[config.mk]
export PLATFORM = sky130hd
export DESIGN_NAME = instr_fetch
export DESIGN_NICKNAME = d
export VERILOG_FILES = /design/src/rtl/instr_fetch_pkg.sv /design/src/rtl/instr_fetch_nextpc.sv /design/src/rtl/instr_fetch.sv
export SDC_FILE = /design/constraint.sdc
export NUM_CORES = 1
export LEC_CHECK = 0
export ABC_AREA = 1
export CAP_MARGIN = 10
export CORE_MARGIN = 2
export CORE_UTILIZATION = 48
export DETAILED_ROUTE_END_ITERATION = 10
export GPL_TIMING_DRIVEN = 1
export PLACE_DENSITY = 0.81
export SYNTH_ARGS = -nofsm -noshare
export SYNTH_HDL_FRONTEND = slang
export SYNTH_SLANG_ARGS = --single-unit
[constraint.sdc]
create_clock -name i_clk -period 2 [get_ports i_clk]
set_input_delay 0.4 -clock i_clk [delete_from_list [all_inputs] [get_ports i_clk]]
set_output_delay 0.4 -clock i_clk [all_outputs]
set_load 0.005 [all_outputs]
[src/rtl/instr_fetch_pkg.sv]
// Shared RISC constants for the fetch stage: vectors, instruction fields, FSM and mux encodings.
package instr_fetch_pkg;

  localparam logic [31:0] RESET_VEC_DEF = 32'd0;
  localparam logic [31:0] ILLOP_VEC_DEF = 32'd4;
  localparam logic [31:0] XADR_VEC_DEF  = 32'd8;

  localparam int unsigned OPCODE_MSB = 31;
  localparam int unsigned OPCODE_LSB = 26;
  localparam int unsigned RC_MSB     = 25;
  localparam int unsigned RC_LSB     = 21;
  localparam int unsigned RA_MSB     = 20;
  localparam int unsigned RA_LSB     = 16;
  localparam int unsigned LIT_MSB    = 15;
  localparam int unsigned LIT_LSB    = 0;

  typedef enum logic [1:0] {
    StBoot,
    StRun,
    StFlush
  } fetch_state_e;

  typedef enum logic [2:0] {
    SelSeq,
    SelHold,
    SelRedir,
    SelIrq,
    SelIllop
  } nextpc_sel_e;

  function automatic logic [5:0] opcode_of(input logic [31:0] instr);
    return instr[OPCODE_MSB:OPCODE_LSB];
  endfunction

endpackage

[src/rtl/instr_fetch_nextpc.sv]
// Next-pc priority mux: illop/fault, irq, redirect, stall, then sequential pc+4.
module instr_fetch_nextpc
  import instr_fetch_pkg::*;
#(
  parameter int unsigned ROM_WORDS = 128,
  parameter logic [31:0] RESET_VEC = RESET_VEC_DEF,
  parameter logic [31:0] ILLOP_VEC = ILLOP_VEC_DEF,
  parameter logic [31:0] XADR_VEC  = XADR_VEC_DEF
) (
  input  logic [31:0] i_pc,
  input  logic        i_run,
  input  logic        i_f_valid,
  input  logic        i_illop,
  input  logic        i_irq,
  input  logic        i_redir_valid,
  input  logic [31:0] i_redir_pc,
  input  logic        i_stall,
  output logic [31:0] o_next_pc,
  output nextpc_sel_e o_sel,
  output logic        o_oor
);

  localparam logic [31:0] ROM_BYTES = 32'(4 * ROM_WORDS);
  localparam logic [31:0] IRQ_SPAN  = XADR_VEC + 32'd4 - RESET_VEC;

  logic w_irq_window;
  logic w_irq_take;
  logic unused_redir_lsb;

  assign o_oor = (i_pc >= ROM_BYTES) || (i_pc[1:0] != 2'b00);
  // Offset compare keeps the window check unsigned and free of constant-true terms.
  assign w_irq_window = (i_pc - RESET_VEC) <= IRQ_SPAN;
  assign w_irq_take = i_irq && i_run && i_f_valid && !w_irq_window;
  assign unused_redir_lsb = ^i_redir_pc[1:0];

  always_comb begin
    o_sel     = SelSeq;
    o_next_pc = i_pc + 32'd4;
    if (i_illop || o_oor) begin
      o_sel     = SelIllop;
      o_next_pc = ILLOP_VEC;
    end else if (w_irq_take) begin
      o_sel     = SelIrq;
      o_next_pc = XADR_VEC;
    end else if (i_redir_valid) begin
      o_sel     = SelRedir;
      o_next_pc = {i_redir_pc[31:2], 2'b00};
    end else if (i_stall) begin
      o_sel     = SelHold;
      o_next_pc = i_pc;
    end
  end

endmodule

[src/rtl/instr_fetch.sv]
// Instruction fetch stage: drives pc to a combinational ROM and registers {instr, pc} one cycle later.
module instr_fetch
  import instr_fetch_pkg::*;
#(
  parameter int unsigned ROM_WORDS = 128,
  parameter logic [31:0] RESET_VEC = RESET_VEC_DEF,
  parameter logic [31:0] ILLOP_VEC = ILLOP_VEC_DEF,
  parameter logic [31:0] XADR_VEC  = XADR_VEC_DEF
) (
  input  logic        i_clk,
  input  logic        i_rst_n,
  output logic [31:0] o_pc,
  input  logic [31:0] i_id,
  input  logic        i_stall,
  input  logic        i_redir_valid,
  input  logic [31:0] i_redir_pc,
  input  logic        i_illop,
  input  logic        i_irq,
  output logic        o_f_valid,
  output logic [31:0] o_f_instr,
  output logic [31:0] o_f_pc,
  output logic [31:0] o_xp_pc,
  output logic        o_fault
);

  fetch_state_e r_state;
  logic [31:0]  r_pc;
  logic [31:0]  r_f_instr;
  logic [31:0]  r_f_pc;
  logic [31:0]  r_xp_pc;
  logic         r_f_valid;
  logic         r_fault;

  logic [31:0]  w_next_pc;
  nextpc_sel_e  w_sel;
  logic         w_oor;

  instr_fetch_nextpc #(
    .ROM_WORDS (ROM_WORDS),
    .RESET_VEC (RESET_VEC),
    .ILLOP_VEC (ILLOP_VEC),
    .XADR_VEC  (XADR_VEC)
  ) u_nextpc (
    .i_pc          (r_pc),
    .i_run         (r_state == StRun),
    .i_f_valid     (r_f_valid),
    .i_illop       (i_illop),
    .i_irq         (i_irq),
    .i_redir_valid (i_redir_valid),
    .i_redir_pc    (i_redir_pc),
    .i_stall       (i_stall),
    .o_next_pc     (w_next_pc),
    .o_sel         (w_sel),
    .o_oor         (w_oor)
  );

  always_ff @(posedge i_clk) begin
    if (!i_rst_n) begin
      r_state   <= StBoot;
      r_pc      <= RESET_VEC;
      r_f_valid <= 1'b0;
      r_f_instr <= 32'd0;
      r_f_pc    <= 32'd0;
      r_xp_pc   <= 32'd0;
      r_fault   <= 1'b0;
    end else if (r_state == StBoot) begin
      r_pc      <= RESET_VEC;
      r_f_valid <= 1'b0;
      r_fault   <= 1'b0;
      r_state   <= StRun;
    end else begin
      r_pc    <= w_next_pc;
      r_fault <= w_oor;
      // Every redirecting case squashes the word fetched this cycle via FLUSH.
      unique case (w_sel)
        SelIllop: begin
          r_f_valid <= 1'b0;
          r_xp_pc   <= r_f_pc + 32'd4;
          r_state   <= StFlush;
        end
        SelIrq: begin
          r_f_valid <= 1'b0;
          r_xp_pc   <= r_f_pc;
          r_state   <= StFlush;
        end
        SelRedir: begin
          r_f_valid <= 1'b0;
          r_state   <= StFlush;
        end
        SelHold: ;
        default: begin
          r_f_instr <= i_id;
          r_f_pc    <= r_pc;
          r_f_valid <= 1'b1;
          r_state   <= StRun;
        end
      endcase
    end
  end

  assign o_pc      = r_pc;
  assign o_f_valid = r_f_valid;
  assign o_f_instr = r_f_instr;
  assign o_f_pc    = r_f_pc;
  assign o_xp_pc   = r_xp_pc;
  assign o_fault   = r_fault;

endmodule
==> impl_metrics.ini, run 1 <==
[pwr]
pwr-share-seq = 0.368
pwr_density_cell_nw_per_um2 = 775
p_int_mw = 5.57
p_sw_frac = 0.274
ir_worst_vdd_uv = 627
switching_power_mw = 2.10
p_leak_nw = 3.95
combPwrFrac = 0.222
power.share.clock = 0.411

[final_layout]
final_util = 0.721
final_cell_mix = 291 x nand2_1, 191 x clkdlybuf4s50_1, 131 x nor2_1
drive_gt1_frac = 0.118
syn2layout_area_growth_pct = 48.3
seq_area_um2 = 2520
nets = 1327
antennaDiodeCount = 0
final_common_cell = nand2_1
multi_input_area_um2 = 3530
fillerInstances = 1101

[timing]
hold_violations = 0
fin_crit_sh = 0.963
min_period_ps = 1930
fmax_mhz = 519
setup_viol = 0
drv_slew = 0
worst_pin_slew_ps = 505
hold_ws_ps = 462
worst_slack_ps = 74.1
relSlewSlack = 0.663
clock-skew-final_ps = 5.74

[worst_setup_path]
crit_fanout = 4
reg2reg_depth = 11
critPathBufInv = 2
crit_path_frequent_cell = nand2_1
path_class = flop to flop
arrival_ps = 2250
worstSetupStartpointType = flop
slowest_delay_ps = 390
crit_family = simple AND/OR/NAND/NOR gates
crit_path_end_kind = flop
crit_slowest_cell = dfxtp_1
r2r_slack_ps = 70
worstPathCellList = inv_1, nor4_1, nand2_1, nor2_1, nand2_1, nand2_1, nand2_1, nand2_1, nand3_1, nand2_1, inv_1
critPathRequiredTime_ps = 2320
worstSetupPathDepth = 11

[global_route]
grt_pass1_vias = 6830
antenna_found_initial = 0
grt-ovfl-total = 0
grt_pass1_wl_um = 33300
grt_max_degree = 87
grt_usage = 0.287

[placed_design]
dp_hpwl_um = 15500
io_buffers = 191
gp_congestion = 0.964
place_ws_ps = -94.0

[clocking]
post_cts_buffers = 0
cts_buffers = 17
htreeDepth = 4
path_clk_slew_ps = 50
cts_tree = yes
cts_root_buf = clkbuf_16
clock_latency_ps = 430
numClockSinks = 126
hold_buffers = 0
clk_path_buf_depth = 2
cts_resized = 0

[yosys]
synth_cells = 1007
ys_ff_latch = 126
ys_warn_count = 0
seq_area_frac_synth = 0.378
syn_area_um2 = 6670
avgSynthCellArea_um2 = 6.62
ys_types = 38

[routing]
ant_nets = 0
vias = 7520
avgRoutedWirePerCell_um = 14.8
wirelength_um = 21400
vias_per_cell = 5.20
drc = 0
first_iter_violations = 807
drt_pass1_iterations = 5

[floorplan]
rows = 43
fp.dieH_um = 122
dieArea_um2 = 14900
die_w_um = 122
io-pin-count = 200
core_area_um2 = 13700
initial_core_util = 0.486

[outcome]
status = completed

[run]
cap_violations = 0

[hold_path]
whs_path_depth = 2
min_path_type = flop to flop
-- layout make-up --
cell class	instances	area share
well taps	180	0.0228
repair buffers	270	0.263
clock inverters	11	0.0142
clock buffers	20	0.0462
inverters	109	0.0415
flip-flops and latches	126	0.255
multi-input cells	730	0.357
-- sequential cells by signal, indices dropped and copies added, names as in the netlist --
signal and cells:
o_f_instr 32, o_f_pc 30, o_f_valid 1, o_xp_pc 30, o_fault 1, r_state 2
o_pc 30
-- metal layers --
metal	routed length, µm	vias up	share of wire	global-route usage
met2	10100	344	0.47	0.457
li1	-	3686	-	-
met4	644	0	0.030	0.113
met1	9260	3430	0.43	0.374
met5	0	-	0	0
met3	1460	60	0.068	0.0707
-- logic make-up (layout without fill, tap and decap cells) --
| logic type | count (synthesis) | count (layout) | synth area share |
|---|---|---|---|
| flops | 126 | 126 | 0.378 |
| other cells | 1 | 6 | 0.000562 |
| simple gates | 580 | 580 | 0.377 |
| buf+inv | 156 | 410 | 0.102 |
| fa+ha+maj | 3 | 3 | 0.00563 |
| compound gates | 99 | 99 | 0.0814 |
| xor+xnor | 42 | 42 | 0.0552 |
-- cells in the mapped netlist --
cell type / number / area share
or2_2: 1 / 0.00094
o221ai_1: 1 / 0.0013
nor2_8: 1 / 0.0030
a22o_1: 1 / 0.0013
a21oi_1: 54 / 0.041
nand2_2: 4 / 0.0038
nor3b_1: 1 / 0.0011
xnor2_1: 2 / 0.0026
buf_1: 1 / 0.00056
nor2_2: 4 / 0.0038
nor4_1: 3 / 0.0028
clkbuf_1: 20 / 0.011
nand3_2: 1 / 0.0015
nor2_4: 1 / 0.0017
buf_2: 13 / 0.0098
conb_1: 1 / 0.00056
nand3_1: 61 / 0.046
a221oi_1: 5 / 0.0066
a31oi_1: 14 / 0.013
a21oi_2: 1 / 0.0013
nand4_1: 16 / 0.015
o21ai_0: 23 / 0.017
dfxtp_1: 126 / 0.38
clkinv_1: 2 / 0.0011
xor2_1: 40 / 0.053
ha_1: 3 / 0.0056
buf_6: 7 / 0.012
nor3_2: 10 / 0.015
nand2_1: 292 / 0.16
clkinv_2: 1 / 0.00075
and2_1: 1 / 0.00094
inv_2: 4 / 0.0023
nand3_4: 2 / 0.0053
buf_4: 6 / 0.0068
nor3_1: 47 / 0.035
nand4_2: 1 / 0.0019
nor2_1: 134 / 0.075
inv_1: 102 / 0.057
-- worst paths after layout --
| kind | start | endpoint |
|---|---|---|
| setup / recovery | o_f_pc[4] | o_xp_pc[28] |
| hold / removal | o_f_instr[17] | o_f_instr[17] |
| setup reg to reg | o_f_pc[4] | o_xp_pc[28] |
| hold reg to reg | o_f_instr[17] | o_f_instr[17] |
-- power by group through the flow --
stage	clock (mW)	sequential (mW)	combinational, mW
floorplan	0	2.89	0.819
global placement	0	2.86	1.64
detailed placement	0	2.87	1.66
CTS	3.19	2.82	1.68
global route	3.30	2.84	1.87
finish	3.15	2.82	1.70
-- through the flow --
stage | std cells | total power, mW | cell area [µm²] | TNS, ps
after floorplan | 1012 | 3.71 | 6690 | 0
after global placement | 1415 | 4.50 | 9240 | -14.9
after detailed placement | 1415 | 4.54 | 9240 | -1060
after CTS | 1446 | 7.69 | 9840 | 0
after global routing | 1446 | 8.01 | 9890 | -76.4
final | 1446 | 7.66 | 9890 | 0
-- worst register-to-register path: stages (launching register included) --
cell and delay, ps:
dfxtp_1 390, inv_1 110, nor4_1 350, nand2_1 130, nor2_1 350, nand2_1 120
nand2_1 90, nand2_1 50, nand2_1 50, nand3_1 80, nand2_1 70, inv_1 40
No activity file was read; power rests on OpenSTA's default activity.
==> inputs of run 2 (changes only) <==
Settings changed: GPL_ROUTABILITY_DRIVEN set to 0.
==> run 2 against run 1 <==
Effect of this change: total power decreased by 2.2%; combinational power grew 2%; sequential power about the same; cell count up 0.35%; largest cell class unchanged.
==> impl_metrics.ini, run 2 (synthesized netlist as in run 1, its figures left out) <==
[outcome]
status = completed

[clocking]
hold_buffers = 0
htreeDepth = 4
cts_root_buf = clkbuf_16
path_clk_slew_ps = 60
numClockSinks = 126
clock_latency_ps = 420
cts_tree = yes
clk_path_buf_depth = 2
cts_buffers = 17

[final_layout]
fin_cells = 1451
final_area_um2 = 9930
syn2layout_area_growth_pct = 48.9
nets = 1331
largest_reg_flops = 32
antennaDiodeCount = 0
drive_gt1_frac = 0.123
final_cell_mix = 291 x nand2_1, 191 x clkdlybuf4s50_1, 128 x nor2_1
fillerInstances = 1070
final_common_cell = nand2_1

[global_route]
grt_usage = 0.278
grt_pass1_wl_um = 32700
grt_pass1_vias = 6783
grt-ovfl-total = 0
antenna_found_initial = 0
grt_max_degree = 87

[timing]
hold_ws_ps = 461
worst_slack_ps = 60.6
setup_viol = 0
fmax_mhz = 516
fin_crit_sh = 0.970
min_period_ps = 1940
hold_violations = 0
drv_slew = 0
clock-skew-final_ps = 7.75

[pwr]
pwr_density_cell_nw_per_um2 = 755
p_leak_nw = 3.97
p_total_mw = 7.50
ir_worst_vdd_uv = 526

[routing]
avgRoutedWirePerCell_um = 14.7
vias_per_cell = 5.20
drc = 0
first_iter_violations = 662
wirelength_um = 21300
ant_nets = 0
drt_pass1_iterations = 5
vias = 7547

[worst_setup_path]
crit_path_end_kind = flop
critPathRequiredTime_ps = 2300
worstSetupStartpointType = flop
crit_fanout = 5
path_class = flop to flop
arrival_ps = 2230

[hold_path]
min_path_type = flop to flop

[floorplan]
core_area_um2 = 13700
die_w_um = 122
dieArea_um2 = 14900
fp.dieH_um = 122
io-pin-count = 200
initial_core_util = 0.486
rows = 43

[placed_design]
placed_cells = 1417
io_buffers = 191
place_ws_ps = -106
placed_area_um2 = 9250
dp_hpwl_um = 15200

[run]
cap_violations = 0
run 2: cell types whose count changed in the layout (fill, tap and decap cells not counted), moves of 3 or more:
cell	before	now
buf_4	70	73
nor2_1	131	128
nor2_2	5	8
o21ai_0	23	20
o21ai_1	0	3
run 2: final cells by class:
| type | instances | area [µm²] | area share |
|---|---|---|---|
| tap | 180 | 225 | 0.0227 |
| clock buffer | 22 | 474 | 0.0477 |
| sequential | 126 | 2520 | 0.254 |
| clock inverter | 10 | 87.6 | 0.00882 |
| timing repair buffer | 274 | 2650 | 0.267 |
| multi-input combinational | 730 | 3560 | 0.358 |
| inverter | 109 | 417 | 0.0420 |
run 2: worst paths after layout:
check,cells after the start,slack [ps],to,from
worst max-delay path,8,60,o_pc[23],o_pc[17]
worst min-delay path,2,460,o_f_instr[18],o_f_instr[18]
worst max register to register,8,60,o_pc[23],o_pc[17]
worst min register to register,2,460,o_f_instr[18],o_f_instr[18]
run 2: routing by layer:
metal	share of wire	global-route usage
met1	0.41	0.353
met2	0.48	0.457
met3	0.080	0.0599
met4	0.031	0.116
met5	0	0
run 2: through the flow:
step           TNS (ps)   util
3_5_place_dp      -1780  0.675
5_1_grt           -42.9  0.724
2_1_floorplan         0      -
6_report              0  0.724
3_3_place_gp       -981  0.675
4_1_cts               0  0.715
run 2: critical path: stages (launching register included):
cell	delay (ps)
dfxtp_1	320
buf_4	140
inv_1	80
nor3_1	370
nand2_1	230
nor4_2	340
xor2_1	120
a21oi_1	150
nor2_1	50
run 2: repair_timing:
action                                  4_1_cts  5_1_grt
endpoints found under the setup margin        0       83
buffers inserted                              0        1
hold endpoints to repair                      0        0
gates resized for setup                       0       24
run 2: power by group:
group | leakage, nW | internal [mW] | switching (mW)
Sequential | 1.02 | 2.71 | 0.108
Clock | 0.276 | 1.80 | 1.14
Combinational | 2.67 | 0.880 | 0.857
Total | 3.97 | 5.39 | 2.11
